==> src/rtl/mem_arbiter_if.sv <==
// Core request/response signals and the 8-bit RAM/IO byte port seen by mem_arbiter.
interface mem_arbiter_if #(
  parameter int unsigned ADDR_W     = 32,
  parameter int unsigned LINE_BYTES = 4
);
  logic                    rdy;
  logic                    clear;
  logic                    uart_full;

  logic                    fetch_req;
  logic [ADDR_W-1:0]       fetch_addr;
  logic                    fetch_done;
  logic [LINE_BYTES*8-1:0] fetch_line;

  logic                    load_req;
  logic [ADDR_W-1:0]       load_addr;
  logic [2:0]              load_size;
  logic                    load_signed;
  logic                    load_done;
  logic [31:0]             load_data;

  logic                    store_req;
  logic [ADDR_W-1:0]       store_addr;
  logic [2:0]              store_size;
  logic [31:0]             store_data;
  logic                    store_done;

  logic                    ram_wr;
  logic [ADDR_W-1:0]       ram_addr;
  logic [7:0]              ram_dout;
  logic [7:0]              ram_din;
  logic                    busy;

  modport slave (
    input  rdy, clear, uart_full,
    input  fetch_req, fetch_addr,
    input  load_req, load_addr, load_size, load_signed,
    input  store_req, store_addr, store_size, store_data,
    input  ram_din,
    output fetch_done, fetch_line, load_done, load_data, store_done,
    output ram_wr, ram_addr, ram_dout, busy
  );

  modport master (
    output rdy, clear, uart_full,
    output fetch_req, fetch_addr,
    output load_req, load_addr, load_size, load_signed,
    output store_req, store_addr, store_size, store_data,
    output ram_din,
    input  fetch_done, fetch_line, load_done, load_data, store_done,
    input  ram_wr, ram_addr, ram_dout, busy
  );
endinterface

==> src/rtl/mem_arbiter.sv <==
// Byte-serial arbiter of instruction fetch, loads and stores onto the shared 8-bit RAM/IO port.
module mem_arbiter #(
  parameter int unsigned       ADDR_W     = 32,
  parameter int unsigned       LINE_BYTES = 4,
  parameter logic [ADDR_W-1:0] IO_BASE    = 'h30000,
  parameter int unsigned       STARVE_MAX = 4
) (
  input logic          clk,
  input logic          rst,
  mem_arbiter_if.slave bus
);
  localparam int unsigned LINE_W = LINE_BYTES * 8;
  localparam int unsigned CNT_W  = $clog2(LINE_BYTES + 2);
  localparam int unsigned STV_W  = 4;

  typedef enum logic [1:0] {IDLE = 2'd0, FETCH = 2'd1, LOAD = 2'd2, STORE = 2'd3} state_t;

  state_t            state_q, state_d, gnt;
  logic [CNT_W-1:0]  cnt_q, cnt_d, len_q, len_d, nxt;
  logic [ADDR_W-1:0] base_q, base_d, ram_addr_q, ram_addr_d;
  logic              sgn_q, sgn_d;
  logic [31:0]       sdata_q, sdata_d, load_data_q, load_data_d;
  logic [LINE_W-1:0] buf_q, buf_d, fetch_line_q, fetch_line_d;
  logic [STV_W-1:0]  starve_q, starve_d;
  logic              fetch_done_q, fetch_done_d, load_done_q, load_done_d;
  logic              store_done_q, store_done_d, ram_wr_q, ram_wr_d;
  logic [7:0]        ram_dout_q, ram_dout_d;
  logic              any_done, io_block;

  function automatic logic [CNT_W-1:0] size_len(input logic [2:0] s);
    case (s)
      3'd1:    return CNT_W'(1);
      3'd2:    return CNT_W'(2);
      default: return CNT_W'(4);
    endcase
  endfunction

  function automatic logic [31:0] extend(input logic [31:0] w, input logic [CNT_W-1:0] len,
                                         input logic sg);
    if (len == CNT_W'(1)) return {{24{sg & w[7]}}, w[7:0]};
    if (len == CNT_W'(2)) return {{16{sg & w[15]}}, w[15:0]};
    return w;
  endfunction

  function automatic logic [7:0] st_byte(input logic [31:0] d, input logic [1:0] k);
    case (k)
      2'd0:    return d[7:0];
      2'd1:    return d[15:8];
      2'd2:    return d[23:16];
      default: return d[31:24];
    endcase
  endfunction

  // A pending done pulse or a stalled IO store blocks every grant, keeping program order.
  assign any_done = fetch_done_q | load_done_q | store_done_q;
  assign io_block = bus.store_req && (bus.store_addr >= IO_BASE) && bus.uart_full;

  always_comb begin
    state_d      = state_q;
    cnt_d        = cnt_q;
    len_d        = len_q;
    base_d       = base_q;
    sgn_d        = sgn_q;
    sdata_d      = sdata_q;
    buf_d        = buf_q;
    fetch_line_d = fetch_line_q;
    load_data_d  = load_data_q;
    ram_addr_d   = ram_addr_q;
    ram_wr_d     = ram_wr_q;
    ram_dout_d   = ram_dout_q;
    starve_d     = starve_q;
    fetch_done_d = 1'b0;
    load_done_d  = 1'b0;
    store_done_d = 1'b0;
    gnt          = IDLE;
    nxt          = cnt_q + CNT_W'(1);

    case (state_q)
      IDLE: begin
        if (!any_done && !bus.clear && !io_block) begin
          if (bus.fetch_req && starve_q == STV_W'(STARVE_MAX)) gnt = FETCH;
          else if (bus.store_req)                                gnt = STORE;
          else if (bus.load_req)                                 gnt = LOAD;
          else if (bus.fetch_req)                                gnt = FETCH;
        end
      end
      FETCH, LOAD: begin
        if (bus.clear) begin
          state_d    = IDLE;
          cnt_d      = '0;
          ram_addr_d = '0;
        end else begin
          cnt_d = nxt;
          // Byte c was addressed during the cycle just ending; capture it now.
          for (int k = 0; k < LINE_BYTES; k++) begin
            if (cnt_q == CNT_W'(k) && cnt_q < len_q) buf_d[8*k +: 8] = bus.ram_din;
          end
          ram_addr_d = (nxt < len_q) ? base_q + ADDR_W'(nxt) : '0;
          if (cnt_q == len_q) begin
            state_d = IDLE;
            cnt_d   = '0;
            if (state_q == FETCH) begin
              fetch_done_d = 1'b1;
              fetch_line_d = buf_q;
            end else begin
              load_done_d = 1'b1;
              load_data_d = extend(buf_q[31:0], len_q, sgn_q);
            end
          end
        end
      end
      STORE: begin
        // Stores ignore clear: a committed store always completes.
        if (nxt < len_q) begin
          cnt_d      = nxt;
          ram_addr_d = base_q + ADDR_W'(nxt);
          ram_dout_d = st_byte(sdata_q, nxt[1:0]);
        end else begin
          state_d      = IDLE;
          cnt_d        = '0;
          ram_wr_d     = 1'b0;
          ram_addr_d   = '0;
          ram_dout_d   = '0;
          store_done_d = 1'b1;
        end
      end
      default: state_d = IDLE;
    endcase

    case (gnt)
      FETCH: begin
        base_d     = bus.fetch_addr;
        len_d      = CNT_W'(LINE_BYTES);
        ram_addr_d = bus.fetch_addr;
      end
      LOAD: begin
        base_d     = bus.load_addr;
        len_d      = size_len(bus.load_size);
        sgn_d      = bus.load_signed;
        ram_addr_d = bus.load_addr;
      end
      STORE: begin
        base_d     = bus.store_addr;
        len_d      = size_len(bus.store_size);
        sdata_d    = bus.store_data;
        ram_addr_d = bus.store_addr;
        ram_wr_d   = 1'b1;
        ram_dout_d = bus.store_data[7:0];
      end
      default: ;
    endcase
    if (gnt != IDLE) begin
      state_d = gnt;
      cnt_d   = '0;
    end

    if (!bus.fetch_req || bus.clear || gnt == FETCH) starve_d = '0;
    else if ((gnt == LOAD || gnt == STORE) && starve_q != STV_W'(STARVE_MAX))
      starve_d = starve_q + STV_W'(1);
  end

  always_ff @(posedge clk) begin
    if (rst) begin
      state_q      <= IDLE;
      cnt_q        <= '0;
      len_q        <= '0;
      base_q       <= '0;
      sgn_q        <= 1'b0;
      sdata_q      <= '0;
      buf_q        <= '0;
      fetch_line_q <= '0;
      load_data_q  <= '0;
      ram_addr_q   <= '0;
      ram_wr_q     <= 1'b0;
      ram_dout_q   <= '0;
      starve_q     <= '0;
      fetch_done_q <= 1'b0;
      load_done_q  <= 1'b0;
      store_done_q <= 1'b0;
    end else if (bus.rdy) begin
      state_q      <= state_d;
      cnt_q        <= cnt_d;
      len_q        <= len_d;
      base_q       <= base_d;
      sgn_q        <= sgn_d;
      sdata_q      <= sdata_d;
      buf_q        <= buf_d;
      fetch_line_q <= fetch_line_d;
      load_data_q  <= load_data_d;
      ram_addr_q   <= ram_addr_d;
      ram_wr_q     <= ram_wr_d;
      ram_dout_q   <= ram_dout_d;
      starve_q     <= starve_d;
      fetch_done_q <= fetch_done_d;
      load_done_q  <= load_done_d;
      store_done_q <= store_done_d;
    end
  end

  assign bus.fetch_done = fetch_done_q;
  assign bus.fetch_line = fetch_line_q;
  assign bus.load_done  = load_done_q;
  assign bus.load_data  = load_data_q;
  assign bus.store_done = store_done_q;
  assign bus.ram_wr     = ram_wr_q;
  assign bus.ram_addr   = ram_addr_q;
  assign bus.ram_dout   = ram_dout_q;
  assign bus.busy       = (state_q != IDLE);
endmodule

==> src/flat_wrapper.sv <==
// flat-port wrapper written by rule: the top's interface ports become plain ports
module mem_arbiter_flat 
#(
  parameter int unsigned       ADDR_W     = 32,
  parameter int unsigned       LINE_BYTES = 4,
  parameter logic [ADDR_W-1:0] IO_BASE    = 'h30000,
  parameter int unsigned       STARVE_MAX = 4
)
  (clk, rst, bus_rdy, bus_clear, bus_uart_full, bus_fetch_req, bus_fetch_addr, bus_load_req, bus_load_addr, bus_load_size, bus_load_signed, bus_store_req, bus_store_addr, bus_store_size, bus_store_data, bus_ram_din, bus_fetch_done, bus_fetch_line, bus_load_done, bus_load_data, bus_store_done, bus_ram_wr, bus_ram_addr, bus_ram_dout, bus_busy);
  mem_arbiter_if #(.ADDR_W(ADDR_W), .LINE_BYTES(LINE_BYTES)) bus_i ();
  input logic clk;
  input logic rst;
  input wire logic [$bits(bus_i.rdy)-1:0] bus_rdy;
  input wire logic [$bits(bus_i.clear)-1:0] bus_clear;
  input wire logic [$bits(bus_i.uart_full)-1:0] bus_uart_full;
  input wire logic [$bits(bus_i.fetch_req)-1:0] bus_fetch_req;
  input wire logic [$bits(bus_i.fetch_addr)-1:0] bus_fetch_addr;
  input wire logic [$bits(bus_i.load_req)-1:0] bus_load_req;
  input wire logic [$bits(bus_i.load_addr)-1:0] bus_load_addr;
  input wire logic [$bits(bus_i.load_size)-1:0] bus_load_size;
  input wire logic [$bits(bus_i.load_signed)-1:0] bus_load_signed;
  input wire logic [$bits(bus_i.store_req)-1:0] bus_store_req;
  input wire logic [$bits(bus_i.store_addr)-1:0] bus_store_addr;
  input wire logic [$bits(bus_i.store_size)-1:0] bus_store_size;
  input wire logic [$bits(bus_i.store_data)-1:0] bus_store_data;
  input wire logic [$bits(bus_i.ram_din)-1:0] bus_ram_din;
  output wire logic [$bits(bus_i.fetch_done)-1:0] bus_fetch_done;
  output wire logic [$bits(bus_i.fetch_line)-1:0] bus_fetch_line;
  output wire logic [$bits(bus_i.load_done)-1:0] bus_load_done;
  output wire logic [$bits(bus_i.load_data)-1:0] bus_load_data;
  output wire logic [$bits(bus_i.store_done)-1:0] bus_store_done;
  output wire logic [$bits(bus_i.ram_wr)-1:0] bus_ram_wr;
  output wire logic [$bits(bus_i.ram_addr)-1:0] bus_ram_addr;
  output wire logic [$bits(bus_i.ram_dout)-1:0] bus_ram_dout;
  output wire logic [$bits(bus_i.busy)-1:0] bus_busy;
  assign bus_i.rdy = bus_rdy;
  assign bus_i.clear = bus_clear;
  assign bus_i.uart_full = bus_uart_full;
  assign bus_i.fetch_req = bus_fetch_req;
  assign bus_i.fetch_addr = bus_fetch_addr;
  assign bus_i.load_req = bus_load_req;
  assign bus_i.load_addr = bus_load_addr;
  assign bus_i.load_size = bus_load_size;
  assign bus_i.load_signed = bus_load_signed;
  assign bus_i.store_req = bus_store_req;
  assign bus_i.store_addr = bus_store_addr;
  assign bus_i.store_size = bus_store_size;
  assign bus_i.store_data = bus_store_data;
  assign bus_i.ram_din = bus_ram_din;
  assign bus_fetch_done = bus_i.fetch_done;
  assign bus_fetch_line = bus_i.fetch_line;
  assign bus_load_done = bus_i.load_done;
  assign bus_load_data = bus_i.load_data;
  assign bus_store_done = bus_i.store_done;
  assign bus_ram_wr = bus_i.ram_wr;
  assign bus_ram_addr = bus_i.ram_addr;
  assign bus_ram_dout = bus_i.ram_dout;
  assign bus_busy = bus_i.busy;
  mem_arbiter #(.ADDR_W(ADDR_W), .LINE_BYTES(LINE_BYTES), .IO_BASE(IO_BASE), .STARVE_MAX(STARVE_MAX)) u_core (.clk(clk), .rst(rst), .bus(bus_i));
endmodule
==> config.mk <==
export PLATFORM = sky130hd
export DESIGN_NAME = mem_arbiter_flat
export DESIGN_NICKNAME = d
export VERILOG_FILES = /design/src/rtl/mem_arbiter_if.sv /design/src/rtl/mem_arbiter.sv /design/src/flat_wrapper.sv
export SDC_FILE = /design/constraint.sdc
export NUM_CORES = 1
export LEC_CHECK = 0
export BUFFER_PORTS_ARGS = -buffer_cell sky130_fd_sc_hd__buf_2
export CAP_MARGIN = 20
export CORE_MARGIN = 2
export CORE_UTILIZATION = 45
export DETAILED_ROUTE_END_ITERATION = 6
export PLACE_DENSITY = 0.74
export SLEW_MARGIN = 20
export SYNTH_ARGS = -nofsm -noshare
export SYNTH_HDL_FRONTEND = slang
export SYNTH_SLANG_ARGS = --single-unit
==> constraint.sdc <==
create_clock -name clk -period 3.39 [get_ports clk]
set_input_delay 0.678 -clock clk [delete_from_list [all_inputs] [get_ports clk]]
set_output_delay 0.678 -clock clk [all_outputs]
set_load 0.02 [all_outputs]
# Yosys cells after proc, flatten, opt, wreduce, memory -nomap -nowiden

Cells that the tools add are included.

Register bits after elaboration: 217
Input port bits: 151
Output and inout bits: 109
Logic and storage cells: 155

Add/subtract/negate cells: 3
Order comparisons: 3
Equal/unequal tests: 23
Mux-type cells: 58
Bitwise logic cells: 6
Reductions and logical operators: 43

Operators by type and width:

| operator                                                                 | number |
|---|---|
| 32-bit two-way mux                                                       | 6 |
| 32-bit case mux with 3 select lines                                      | 2 |
| 32-bit case mux with 2 select lines                                      | 1 |
| 32-bit by 3-bit adder with 32-bit output                                 | 1 |
| 32-bit by 18-bit >= comparator with 1-bit output (second input constant) | 1 |
| 1-bit two-way mux                                                        | 25 |
| 8-bit two-way mux                                                        | 3 |
| 8-bit case mux with 3 select lines                                       | 1 |
| 4-bit AND reduction                                                      | 5 |
| 2-bit two-way mux                                                        | 9 |
| 3-bit case mux with 2 select lines                                       | 3 |
| 3-bit by 2-bit equality test with 1-bit output (second input constant)   | 5 |
| 2-bit AND reduction                                                      | 7 |
| 3-bit by 1-bit equality test with 1-bit output (second input constant)   | 4 |
| 3-bit two-way mux                                                        | 4 |
| 2-bit equality test (second input constant)                              | 5 |
| 1-bit logical AND                                                        | 10 |
| 5-bit AND reduction                                                      | 2 |
| 3-bit case mux with 3 select lines                                       | 1 |
| 4-bit two-way mux                                                        | 2 |
| 2-bit nonzero test                                                       | 4 |
| 2-bit by 1-bit equality test with 1-bit output (second input constant)   | 3 |
| 3-bit less-than comparator                                               | 2 |
| 3-bit nonzero test                                                       | 2 |
| other kinds (19)                                                         | 28 |

# Logic depth before layout (Yosys ltp)

Gate-level depths: netlist of run 1.

Depth in word-level cells: 13
Gate-level depth with buffers: 12
Gate-level depth less buffers: 10

# Worst setup path before layout of run 1

No wires, ideal clock.

Path kind: register to register
Start: reg u_core.cnt_q[1]
End: reg u_core.ram_addr_q[31] (netlist: u_core.bus.ram_addr[31])
Library setup time: 0.120 ns
Arrival: 2.601 ns
Required time: 3.270 ns
Slack: 0.669 ns
Stages on the path, launching flop included: 13
Buffers on the path: 2
Clock period less this slack: 2.721 ns
Path through: dfxtp_1 > ha_1 > ha_1 > inv_1 > ha_1 > buf_2 > a211oi_2 > or4_4 > buf_6 > nor4_1 > xnor2_1 > nor2_1 > a211o_1

Word-level cells in the longest chain between the ends: 6
Elaborated cells on any way between the ends: 7
Those cells by class: add/sub (2); order compare (1); mux (4)

Ends and longest elaborated chain:

| element                                                                                       | RTL line                                                  | RTL |
|---|---|---|
| start: declaration                                                                            | mem_arbiter.sv:19                                         | `logic [CNT_W-1:0] cnt_q, cnt_d, len_q, len_d, nxt;` |
| start signal: assignment                                                                      | mem_arbiter.sv:182                                        | `cnt_q <= cnt_d;` |
| 3-bit by 1-bit adder with 3-bit output (*)                                                    | mem_arbiter.sv:76                                         | `nxt = cnt_q + CNT_W'(1);` |
| 32-bit by 3-bit adder with 32-bit output / 3-bit less-than comparator (equally long branches) | mem_arbiter.sv:98, mem_arbiter.sv:116, mem_arbiter.sv:114 |  |
| 32-bit two-way mux (*)                                                                        | mem_arbiter.sv:98, mem_arbiter.sv:114                     |  |
| 32-bit two-way mux                                                                            | mem_arbiter.sv:88                                         | `if (bus.clear) begin` |
| 32-bit case mux with 2 select lines (*)                                                       | mem_arbiter.sv:78                                         | `case (state_q)` |
| 32-bit case mux with 3 select lines (*)                                                       | mem_arbiter.sv:130                                        | `case (gnt)` |
| end signal: assignment                                                                        | mem_arbiter.sv:190                                        | `ram_addr_q <= ram_addr_d;` |
| end: declaration                                                                              | mem_arbiter.sv:20                                         | `logic [ADDR_W-1:0] base_q, base_d, ram_addr_q, ram_addr_d;` |

Every way passes the cells marked *; elsewhere a longest branch is shown, timed or not.
A chain may end at the register's enable or synchronous reset.

# Worst setup path after layout of run 1

Start: reg u_core.cnt_q[1]
End: reg u_core.ram_addr_q[1] (netlist: u_core.bus.ram_addr[1])

Same word-level chain as after synthesis.

==> report_table.html, run 1 <==
<table>
<tr><th>Metric</th><th>Value</th></tr>
<tr><th colspan="2">Drt</th></tr>
<tr><td>Final routed DRC violation total</td><td>0</td></tr>
<tr><td>Average wire length per cell after detail routing</td><td>roughly 18 um</td></tr>
<tr><td>Routed vias</td><td>slightly above 10000</td></tr>
<tr><td>Drt via density</td><td>5.660</td></tr>
<tr><td>Iteration-0 DRC Markers</td><td>721</td></tr>
<tr><td>Number of detailed-routing iterations run before antenna repair</td><td>5</td></tr>
<tr><td>Detail Route Antenna Nets</td><td>0</td></tr>
<tr><td>Wire length after detailed routing</td><td>between 30 and 40 mm</td></tr>
<tr><th colspan="2">Status</th></tr>
<tr><td>Status</td><td>finished clean</td></tr>
<tr><th colspan="2">Power</th></tr>
<tr><td>Pint</td><td>4.372 mW</td></tr>
<tr><td>Leakage power summed over all cells</td><td>roughly 5 nW</td></tr>
<tr><td>Fraction of power consumed by sequential logic</td><td>between 40% and 50%</td></tr>
<tr><td>Net switching share of the total power</td><td>between 20% and 30%</td></tr>
<tr><td>Switching power summed over all nets</td><td>roughly 1.6 mW</td></tr>
<tr><td>Pwr per Cell Area</td><td>about 470 mW/mm2</td></tr>
<tr><td>Part of the power in combinational logic</td><td>13.5%</td></tr>
<tr><td>Clock network fraction of total power</td><td>40.8%</td></tr>
<tr><td>Peak supply drop</td><td>around 0.00043 V</td></tr>
<tr><th colspan="2">Floorplan</th></tr>
<tr><td>Starting utilization of the core area</td><td>45.78%</td></tr>
<tr><td>Overall die area</td><td>0.02419 mm2</td></tr>
<tr><td>Placeable core area</td><td>0.02257 mm2</td></tr>
<tr><td>Std cell rows</td><td>55</td></tr>
<tr><td>Die width</td><td>between 150 and 200 um</td></tr>
<tr><td>Die H</td><td>155.5 um</td></tr>
<tr><td>Top-level I/O count</td><td>260</td></tr>
<tr><th colspan="2">CTS</th></tr>
<tr><td>Max Root-Sink Buffers</td><td>3</td></tr>
<tr><td>CTS tree</td><td>yes</td></tr>
<tr><td>Skew-Pair Late Insertion Delay</td><td>510 ps</td></tr>
<tr><td>H-tree depth</td><td>1</td></tr>
<tr><td>Clk slew on worst S/H paths</td><td>60 ps</td></tr>
<tr><td>Sink count of the clock tree</td><td>217</td></tr>
<tr><td>TritonCTS Buffers</td><td>24</td></tr>
<tr><td>Root cell of the clock tree</td><td>clkbuf_16</td></tr>
<tr><td>Number of buffers inserted by hold repair at cts</td><td>0</td></tr>
<tr><th colspan="2">Min path</th></tr>
<tr><td>Hold endpoint</td><td>u_core.sdata_q[16]</td></tr>
<tr><td>Min-Delay Path Class</td><td>primary input to flip-flop</td></tr>
<tr><td>Startpoint of the lowest-slack hold path</td><td>bus_store_data[16]</td></tr>
<tr><td>Hold Path Stages</td><td>3</td></tr>
<tr><th colspan="2">Global routing</th></tr>
<tr><td>Pin count of the biggest net entering global routing</td><td>approximately 100</td></tr>
<tr><td>Number of antenna violations at the first check in global routing</td><td>1</td></tr>
<tr><td>Global route total overflow</td><td>0</td></tr>
<tr><td>Vias in the first global route</td><td>between 9000 and 10000</td></tr>
<tr><td>First-pass GRT wire length</td><td>approximately 50 mm</td></tr>
<tr><td>Global routing usage summed across all routing layers</td><td>approximately 25%</td></tr>
<tr><th colspan="2">Timing</th></tr>
<tr><td>Final Cycle Share</td><td>91.26%</td></tr>
<tr><td>Setup TNS Final</td><td>0 ps</td></tr>
<tr><td>Final number of max-transition violations</td><td>0</td></tr>
<tr><td>Minimum clock period</td><td>3094 ps</td></tr>
<tr><td>Worst max-slew margin expressed relative to the limit</td><td>about a third</td></tr>
<tr><td>RSZ-0062 raised after global routing</td><td>no</td></tr>
<tr><td>Number of failing setup endpoints in the final timing report</td><td>0</td></tr>
<tr><td>Hold slack</td><td>405.0 ps</td></tr>
<tr><td>Maximum clock frequency</td><td>about 320 MHz</td></tr>
<tr><td>Worst clock skew on the final layout</td><td>a little under 10 ps</td></tr>
<tr><td>Slew at the pin closest to its max-slew limit</td><td>1009 ps</td></tr>
<tr><td>Fin. Hold Viols</td><td>0</td></tr>
<tr><th colspan="2">Worst setup path</th></tr>
<tr><td>Endpoint required time on the critical path</td><td>3810 ps</td></tr>
<tr><td>Arrival time of the worst setup path</td><td>3520 ps</td></tr>
<tr><td>Reg-to-reg critical path endpoint</td><td>u_core.bus.ram_addr[1]</td></tr>
<tr><td>Largest fanout of any net on the critical path</td><td>17</td></tr>
<tr><td>Reg2reg start</td><td>u_core.cnt_q[1]</td></tr>
<tr><td>Crit path kind</td><td>flip-flop to flip-flop</td></tr>
<tr><td>Worst-case reg-to-reg path depth</td><td>10</td></tr>
<tr><td>Kind of start point of the critical path</td><td>flip-flop</td></tr>
<tr><td>Nature of the critical path endpoint</td><td>flip-flop</td></tr>
<tr><td>Worst reg-to-reg setup slack</td><td>between 200 and 300 ps</td></tr>
<tr><th colspan="2">Yosys</th></tr>
<tr><td>Number of enable flip-flop cells after synthesis</td><td>0</td></tr>
<tr><td>Number of instances in the synthesized netlist</td><td>approximately 1300</td></tr>
<tr><td>Cell taking the most area after synthesis</td><td>dfxtp_1</td></tr>
<tr><td>Cell area after synthesis</td><td>0.01033 mm2</td></tr>
<tr><td>Yosys top cell area share</td><td>42.04%</td></tr>
<tr><td>Post-synthesis sequential element count</td><td>217</td></tr>
<tr><td>Top cells by area, synth</td><td>dfxtp_1 (42%), nand2_1 (9.1%), a21oi_1 (6.0%)</td></tr>
<tr><td>Ys async rst share</td><td>0%</td></tr>
<tr><td>Top flip-flop cell by instance count after synthesis</td><td>dfxtp_1</td></tr>
<tr><td>Sequential area share after synthesis</td><td>between 40 and 50%</td></tr>
<tr><td>Yosys warning total</td><td>0</td></tr>
<tr><td>Count of different cell masters after synthesis</td><td>67</td></tr>
<tr><td>Syn_area_per_cell</td><td>7.986 um2</td></tr>
<tr><td>Nets in the synthesized netlist</td><td>1467</td></tr>
<tr><th colspan="2">Final layout</th></tr>
<tr><td>Filler cell count in the final layout</td><td>2142</td></tr>
<tr><td>Area taken by flip-flops and latches</td><td>0.004344 mm2</td></tr>
<tr><td>Count of nets after finishing</td><td>1683</td></tr>
<tr><td>Area Growth Syn to Fin</td><td>21.64%</td></tr>
<tr><td>Share of layout cells above drive strength 1</td><td>about 23%</td></tr>
<tr><td>Total area of multi-input combinational cells</td><td>0.005529 mm2</td></tr>
<tr><th colspan="2">Job</th></tr>
<tr><td>Number of maximum-capacitance violations</td><td>0</td></tr>
<tr><th colspan="2">Placement</th></tr>
<tr><td>I/O Buffers</td><td>259</td></tr>
<tr><td>Dpl hpwl</td><td>22.75 mm</td></tr>
<tr><td>Routability congestion estimate</td><td>0.9264</td></tr>
</table>
## flip-flops by register name (all words and copies together) (netlist names), 3 cells and up
signal and count:
u_core.base_q 32, u_core.sdata_q 32, u_core.starve_q 4, u_core.bus.load_data 32, u_core.buf_q 32, u_core.cnt_q 3
u_core.bus.fetch_line 32, u_core.bus.ram_dout 8, u_core.len_q 3, u_core.bus.ram_addr 32
## power groups by stage
stage / Combinational [mW] / Clock (mW) / Sequential, mW
floorplan: 0.433 / 0 / 2.81
global placement: 0.784 / 0 / 2.76
detailed placement: 0.794 / 0 / 2.77
CTS: 0.798 / 2.48 / 2.71
global route: 0.875 / 2.59 / 2.72
finish: 0.800 / 2.42 / 2.71
## layer usage
layer | part of all wire (%) | wire length, um | global-route usage (%)
met5 | 0 | 0 | 0
met4 | 3.3 | 1049 | 8.956
met3 | 8.3 | 2634 | 5.306
met2 | 45 | 14420 | 40.62
met1 | 43 | 13700 | 33.97
## cells by family (layout without fill, tap and decap cells)
family / after synthesis / count (layout) / synth area share [%]
AND/OR/NAND/NOR: 516 / 516 / 22.11
AO/OA/AOI/OAI: 351 / 351 / 21.56
flip-flops: 217 / 217 / 42.04
buffers and inverters: 115 / 345 / 4.758
multiplexers: 44 / 44 / 4.335
XOR/XNOR: 29 / 29 / 2.458
adder cells (fa/ha/maj): 22 / 22 / 2.736
other: 0 / 1 / 0
## final cells by class
cell class | instances | share of cell area, %
diodes | 1 | 0.01991
clock buffers | 38 | 5.684
clock inverters | 2 | 0.09954
inverters | 20 | 0.5973
multi-input cells | 962 | 43.99
flip-flops and latches | 217 | 34.56
well taps | 285 | 2.837
repair buffers | 285 | 12.21
## worst max-delay path, cell delays in order (launching register included)
cell and delay [ps]:
dfxtp_1 370, ha_1 210, ha_1 270, inv_1 60
ha_1 300, a21oi_1 150, o21a_1 150, nand2_1 210
a21oi_2 810, a22oi_1 220, a211oi_1 250
## synth_stat cells (4+ instances only)
library cell and number:
mux2i_1 38, nor4_2 4, nor3_1 28, nand2_1 251, a211o_1 4, nand4_1 5, o211ai_1 4, a21oi_1 123
a31oi_1 15, nand3b_1 4, a221oi_1 6, xor2_1 17, and3_1 6, nand3_1 43, xnor2_1 12, inv_1 19
a2bb2oi_1 7, mux2_2 5, ha_1 21, a22oi_1 50, nand2b_1 5, nor2_1 132, a222oi_1 8, buf_2 14
a21boi_0 16, a211oi_1 34, and4_1 6, buf_4 5, nor4_1 6, dfxtp_1 217, o21ai_0 64, clkbuf_1 69
## per-stage QoR
| stage | cells | setup WS (ps) | area, um2 | utilization, % | power, mW |
|---|---|---|---|---|---|
| 2_1_floorplan | 1294 | 669.2 | 10330 | - | 3.245 |
| 3_3_place_gp | 1769 | 428.1 | 11830 | 52.43 | 3.546 |
| 3_5_place_dp | 1769 | 340.8 | 11830 | 52.43 | 3.560 |
| 4_1_cts | 1809 | 296.1 | 12560 | 55.65 | 5.985 |
| 5_1_grt | 1809 | 54.16 | 12570 | 55.68 | 6.187 |
| 6_report | 1810 | 296.2 | 12570 | 55.69 | 5.936 |
## what timing repair did
action                     4_1_cts  5_1_grt
buffers inserted                 0        0
setup endpoints to repair        0        2
gates resized for setup          0        1
## cell usage in the layout (no fill, tap or decap), types with 12 or more instances in the layout
master | Yosys | layout
nand3_1 | 43 | 43
ha_1 | 21 | 21
a21oi_1 | 123 | 123
a31oi_1 | 15 | 15
o21ai_0 | 64 | 64
nor2_1 | 132 | 131
a22oi_1 | 50 | 50
a21boi_0 | 16 | 16
clkbuf_16 | 0 | 25
inv_1 | 19 | 19
buf_2 | 14 | 258
xor2_1 | 17 | 17
a211oi_1 | 34 | 34
dfxtp_1 | 217 | 217
nand2_1 | 251 | 251
mux2i_1 | 38 | 38
nor3_1 | 28 | 27
buf_4 | 5 | 23
xnor2_1 | 12 | 12
## worst max-delay path by stage
stage	start	end	slack, ps	cells past startpoint
after floorplan	u_core.cnt_q[1]	u_core.bus.ram_addr[31]	670	12
after global placement	u_core.cnt_q[0]	u_core.bus.ram_addr[22]	430	10
after detailed placement	u_core.cnt_q[1]	u_core.bus.ram_addr[5]	340	10
after CTS	u_core.cnt_q[0]	u_core.bus.ram_addr[20]	300	10
after global routing	u_core.cnt_q[1]	u_core.bus.ram_addr[5]	50	10
final	u_core.cnt_q[1]	u_core.bus.ram_addr[1]	300	10
Note: power is estimated with default switching activity, not from simulation.
==> run 2, diff against run 1 <==
--- a/config.mk
+++ b/config.mk
@@ -11,6 +11,7 @@
 export CORE_UTILIZATION = 45
 export DETAILED_ROUTE_END_ITERATION = 6
 export PLACE_DENSITY = 0.74
+export SETUP_SLACK_MARGIN = 0.5
 export SLEW_MARGIN = 20
 export SYNTH_ARGS = -nofsm -noshare
 export SYNTH_HDL_FRONTEND = slang
==> report_table.html, run 2 (synthesized netlist as in run 1, its figures left out) <==
<table>
<tr><th>Metric</th><th>Value</th></tr>
<tr><th colspan="2">Drt</th></tr>
<tr><td>Met2 WL post-DR</td><td>14.56 mm (+1.0%)</td></tr>
<tr><td>Average wire length per cell after detail routing</td><td>17.68 um (+0.64%)</td></tr>
<tr><td>Final routed DRC violation total</td><td>0 (unchanged)</td></tr>
<tr><td>Number of detailed-routing iterations run before antenna repair</td><td>5 (unchanged)</td></tr>
<tr><td>Routed vias</td><td>10270 (+0.23%)</td></tr>
<tr><td>Drt via density</td><td>5.642 (-0.32%)</td></tr>
<tr><td>Met3 layer wire length in the routed design</td><td>2.582 mm (-2.0%)</td></tr>
<tr><td>Wire length after detailed routing</td><td>32.18 mm (+1.2%)</td></tr>
<tr><td>Iteration-0 DRC Markers</td><td>774 (+7.4%)</td></tr>
<tr><td>Top sig layer</td><td>met4</td></tr>
<tr><td>Detail Route Antenna Nets</td><td>0 (unchanged)</td></tr>
<tr><td>M1 wire length</td><td>13.89 mm (+1.4%)</td></tr>
<tr><th colspan="2">Floorplan</th></tr>
<tr><td>Die H</td><td>155.5 um (unchanged)</td></tr>
<tr><td>Top-level I/O count</td><td>260 (unchanged)</td></tr>
<tr><td>Std cell rows</td><td>55 (unchanged)</td></tr>
<tr><td>Placeable core area</td><td>0.02257 mm2 (unchanged)</td></tr>
<tr><td>Overall die area</td><td>0.02419 mm2 (unchanged)</td></tr>
<tr><td>Die width</td><td>155.5 um (unchanged)</td></tr>
<tr><td>Starting utilization of the core area</td><td>45.78% (unchanged)</td></tr>
<tr><th colspan="2">Timing</th></tr>
<tr><td>Slew at the pin closest to its max-slew limit</td><td>848.7 ps (-160.6 ps)</td></tr>
<tr><td>Number of failing setup endpoints in the final timing report</td><td>0 (unchanged)</td></tr>
<tr><td>Worst clock skew on the final layout</td><td>12.09 ps (+2.386 ps)</td></tr>
<tr><td>Final Cycle Share</td><td>83.69% (-7.6 points)</td></tr>
<tr><td>Minimum clock period</td><td>2837 ps (-256.7 ps)</td></tr>
<tr><td>Setup TNS Final</td><td>0 ps (unchanged)</td></tr>
<tr><td>Maximum clock frequency</td><td>352.5 MHz (+9.0%)</td></tr>
<tr><td>Worst max-slew margin expressed relative to the limit</td><td>43.42% (+11 points)</td></tr>
<tr><td>Fin. Hold Viols</td><td>0 (unchanged)</td></tr>
<tr><td>RSZ-0062 raised after global routing</td><td>yes</td></tr>
<tr><td>Final number of max-transition violations</td><td>0 (unchanged)</td></tr>
<tr><th colspan="2">CTS</th></tr>
<tr><td>TritonCTS Buffers</td><td>24 (unchanged)</td></tr>
<tr><td>Clk slew on worst S/H paths</td><td>60 ps (about the same)</td></tr>
<tr><td>Skew-Pair Late Insertion Delay</td><td>510 ps (about the same)</td></tr>
<tr><td>Number of buffers inserted by hold repair at cts</td><td>0 (unchanged)</td></tr>
<tr><td>Max Root-Sink Buffers</td><td>3 (unchanged)</td></tr>
<tr><td>Root cell of the clock tree</td><td>clkbuf_16</td></tr>
<tr><td>CTS tree</td><td>yes</td></tr>
<tr><td>H-tree depth</td><td>1 (unchanged)</td></tr>
<tr><td>Sink count of the clock tree</td><td>217 (unchanged)</td></tr>
<tr><th colspan="2">Worst setup path</th></tr>
<tr><td>Worst-path cell with the longest stage delay</td><td>or4_4</td></tr>
<tr><td>Nature of the critical path endpoint</td><td>flip-flop</td></tr>
<tr><td>Reg-to-reg critical path endpoint</td><td>u_core.bus.ram_addr[15]</td></tr>
<tr><td>Reg2reg start</td><td>u_core.cnt_q[0]</td></tr>
<tr><td>Arrival time of the worst setup path</td><td>3260 ps (-260 ps)</td></tr>
<tr><td>WP buf/inv</td><td>1 (unchanged)</td></tr>
<tr><td>Largest fanout of any net on the critical path</td><td>6 (-11)</td></tr>
<tr><td>Crit path kind</td><td>flip-flop to flip-flop</td></tr>
<tr><td>Slowest cell delay on critical path</td><td>630 ps (-180 ps)</td></tr>
<tr><td>Cell Chain, Critical Path</td><td>ha_2 -&gt; ha_1 -&gt; inv_2 -&gt; ha_4 -&gt; o211ai_1 -&gt; or4_4 -&gt; or3_4 -&gt; a21oi_2 -&gt; o21ai_0 -&gt; a211oi_1</td></tr>
<tr><td>Cell class contributing the biggest share of worst-path delay</td><td>simple AND/OR/NAND/NOR gates</td></tr>
<tr><td>Worst-case reg-to-reg path depth</td><td>10 (unchanged)</td></tr>
<tr><td>Endpoint required time on the critical path</td><td>3810 ps (about the same)</td></tr>
<tr><td>Worst reg-to-reg setup slack</td><td>550 ps (+260 ps)</td></tr>
<tr><td>Kind of start point of the critical path</td><td>flip-flop</td></tr>
<tr><th colspan="2">Power</th></tr>
<tr><td>Pwr per Cell Area</td><td>465.6 mW/mm2 (-1.4%)</td></tr>
<tr><td>Leakage power summed over all cells</td><td>5.175 nW (+1.4%)</td></tr>
<tr><td>Peak supply drop</td><td>0.0004298 V (-0.46%)</td></tr>
<tr><th colspan="2">Min path</th></tr>
<tr><td>Hold Path Stages</td><td>3 (unchanged)</td></tr>
<tr><td>Min-Delay Path Class</td><td>primary input to flip-flop</td></tr>
<tr><td>Startpoint of the lowest-slack hold path</td><td>bus_store_data[16]</td></tr>
<tr><td>Hold endpoint</td><td>u_core.sdata_q[16]</td></tr>
<tr><th colspan="2">Final layout</th></tr>
<tr><td>Area Growth Syn to Fin</td><td>23.53%</td></tr>
<tr><td>Utilization of the core after routing</td><td>56.55% (+0.86 points)</td></tr>
<tr><td>Count of nets after finishing</td><td>1693 (+0.59%)</td></tr>
<tr><td>Share of layout cells above drive strength 1</td><td>24.19% (+1.6 points)</td></tr>
<tr><td>Most frequent standard cell in the layout excluding fill and tap cells</td><td>buf_2</td></tr>
<tr><td>Filler cell count in the final layout</td><td>2123 (-0.89%)</td></tr>
<tr><td>Most frequent cells in the layout</td><td>buf_2 (258), nand2_1 (251), dfxtp_1 (215)</td></tr>
<tr><td>Final cell area excluding filler cells</td><td>0.01276 mm2 (+1.6%)</td></tr>
<tr><th colspan="2">Global routing</th></tr>
<tr><td>Pin count of the biggest net entering global routing</td><td>104 (unchanged)</td></tr>
<tr><td>First-pass GRT wire length</td><td>50.03 mm (+0.25%)</td></tr>
<tr><td>Number of antenna violations at the first check in global routing</td><td>1 (unchanged)</td></tr>
<tr><td>Global routing usage summed across all routing layers</td><td>25.40% (+0.047 points)</td></tr>
<tr><td>Global route total overflow</td><td>0 (unchanged)</td></tr>
<tr><td>Vias in the first global route</td><td>9562 (+0.48%)</td></tr>
<tr><th colspan="2">Placement</th></tr>
<tr><td>Dpl hpwl</td><td>22.75 mm (unchanged)</td></tr>
<tr><td>I/O Buffers</td><td>259 (unchanged)</td></tr>
<tr><td>Post-detailed-placement cell area</td><td>0.01183 mm2 (unchanged)</td></tr>
<tr><td>Routability congestion estimate</td><td>0.9264 (unchanged)</td></tr>
<tr><th colspan="2">Job</th></tr>
<tr><td>Number of maximum-capacitance violations</td><td>0 (unchanged)</td></tr>
<tr><th colspan="2">Status</th></tr>
<tr><td>Status</td><td>finished clean</td></tr>
</table>
run 2: cell count changes in the layout (fill, tap and decap cells not counted), sizes merged:
cell | before | now
buf | 285 | 295
run 2: area by class of cell:
class                           count  area (um2)  share of cell area (%)
Timing Repair Buffer              295        1623                   12.71
Tap cell                          285       356.6                   2.794
Sequential cell                   217        4352                   34.09
Antenna cell                        1       2.502                 0.01960
Clock inverter                      2       12.51                 0.09802
Multi-Input combinational cell    962        5629                   44.10
Clock buffer                       38       714.4                   5.597
Inverter                           20       75.07                  0.5881
run 2: worst register-to-register path, stage by stage, from the launching register on:
cell	delay, ps
dfxtp_4	360
ha_2	190
ha_1	280
inv_2	60
ha_4	270
o211ai_1	140
or4_4	630
or3_4	350
a21oi_2	130
o21ai_0	90
a211oi_1	240
run 2: stage by stage:
stage | power [mW] | setup WS [ps] | hold WS, ps | instances
6_report | 5.944 | 552.9 | 404.1 | 1820
5_1_grt | 6.194 | 385.3 | 401.5 | 1819
3_3_place_gp | 3.546 | 428.1 | 439.9 | 1769
4_1_cts | 5.987 | 498.6 | 382.2 | 1811
3_5_place_dp | 3.560 | 340.8 | 443.5 | 1769
2_1_floorplan | 3.245 | 669.2 | 435.7 | 1294
run 2: routing by layer:
| layer | track usage (%) | up-vias |
|---|---|---|
| met5 | 0 | - |
| met4 | 9.480 | 0 |
| met3 | 5.250 | 69 |
| met2 | 40.60 | 423 |
| met1 | 33.95 | 4767 |
| li1 | - | 5009 |
run 2: how the worst max path moves through the flow:
stage	start	to	depth (start not counted)
after CTS	u_core.cnt_q[1]	u_core.bus.ram_addr[29]	11
after detailed placement	u_core.cnt_q[1]	u_core.bus.ram_addr[5]	10
after floorplan	u_core.cnt_q[1]	u_core.bus.ram_addr[31]	12
final	u_core.cnt_q[0]	u_core.bus.ram_addr[15]	10
after global routing	u_core.cnt_q[0]	u_core.bus.ram_addr[15]	10
after global placement	u_core.cnt_q[0]	u_core.bus.ram_addr[22]	10
run 2: power breakdown:
part / leakage, nW / switching (mW) / internal (mW)
combinational: 3.06 / 0.505 / 0.303
clock: 0.352 / 0.993 / 1.43
sequential: 1.76 / 0.0702 / 2.64
run 2: what timing repair did:
item | 4_1_cts | 5_1_grt
buffers inserted | 2 | 8
setup endpoints to repair | 22 | 37
pin swaps | 1 | 12
gates resized for setup | 3 | 20
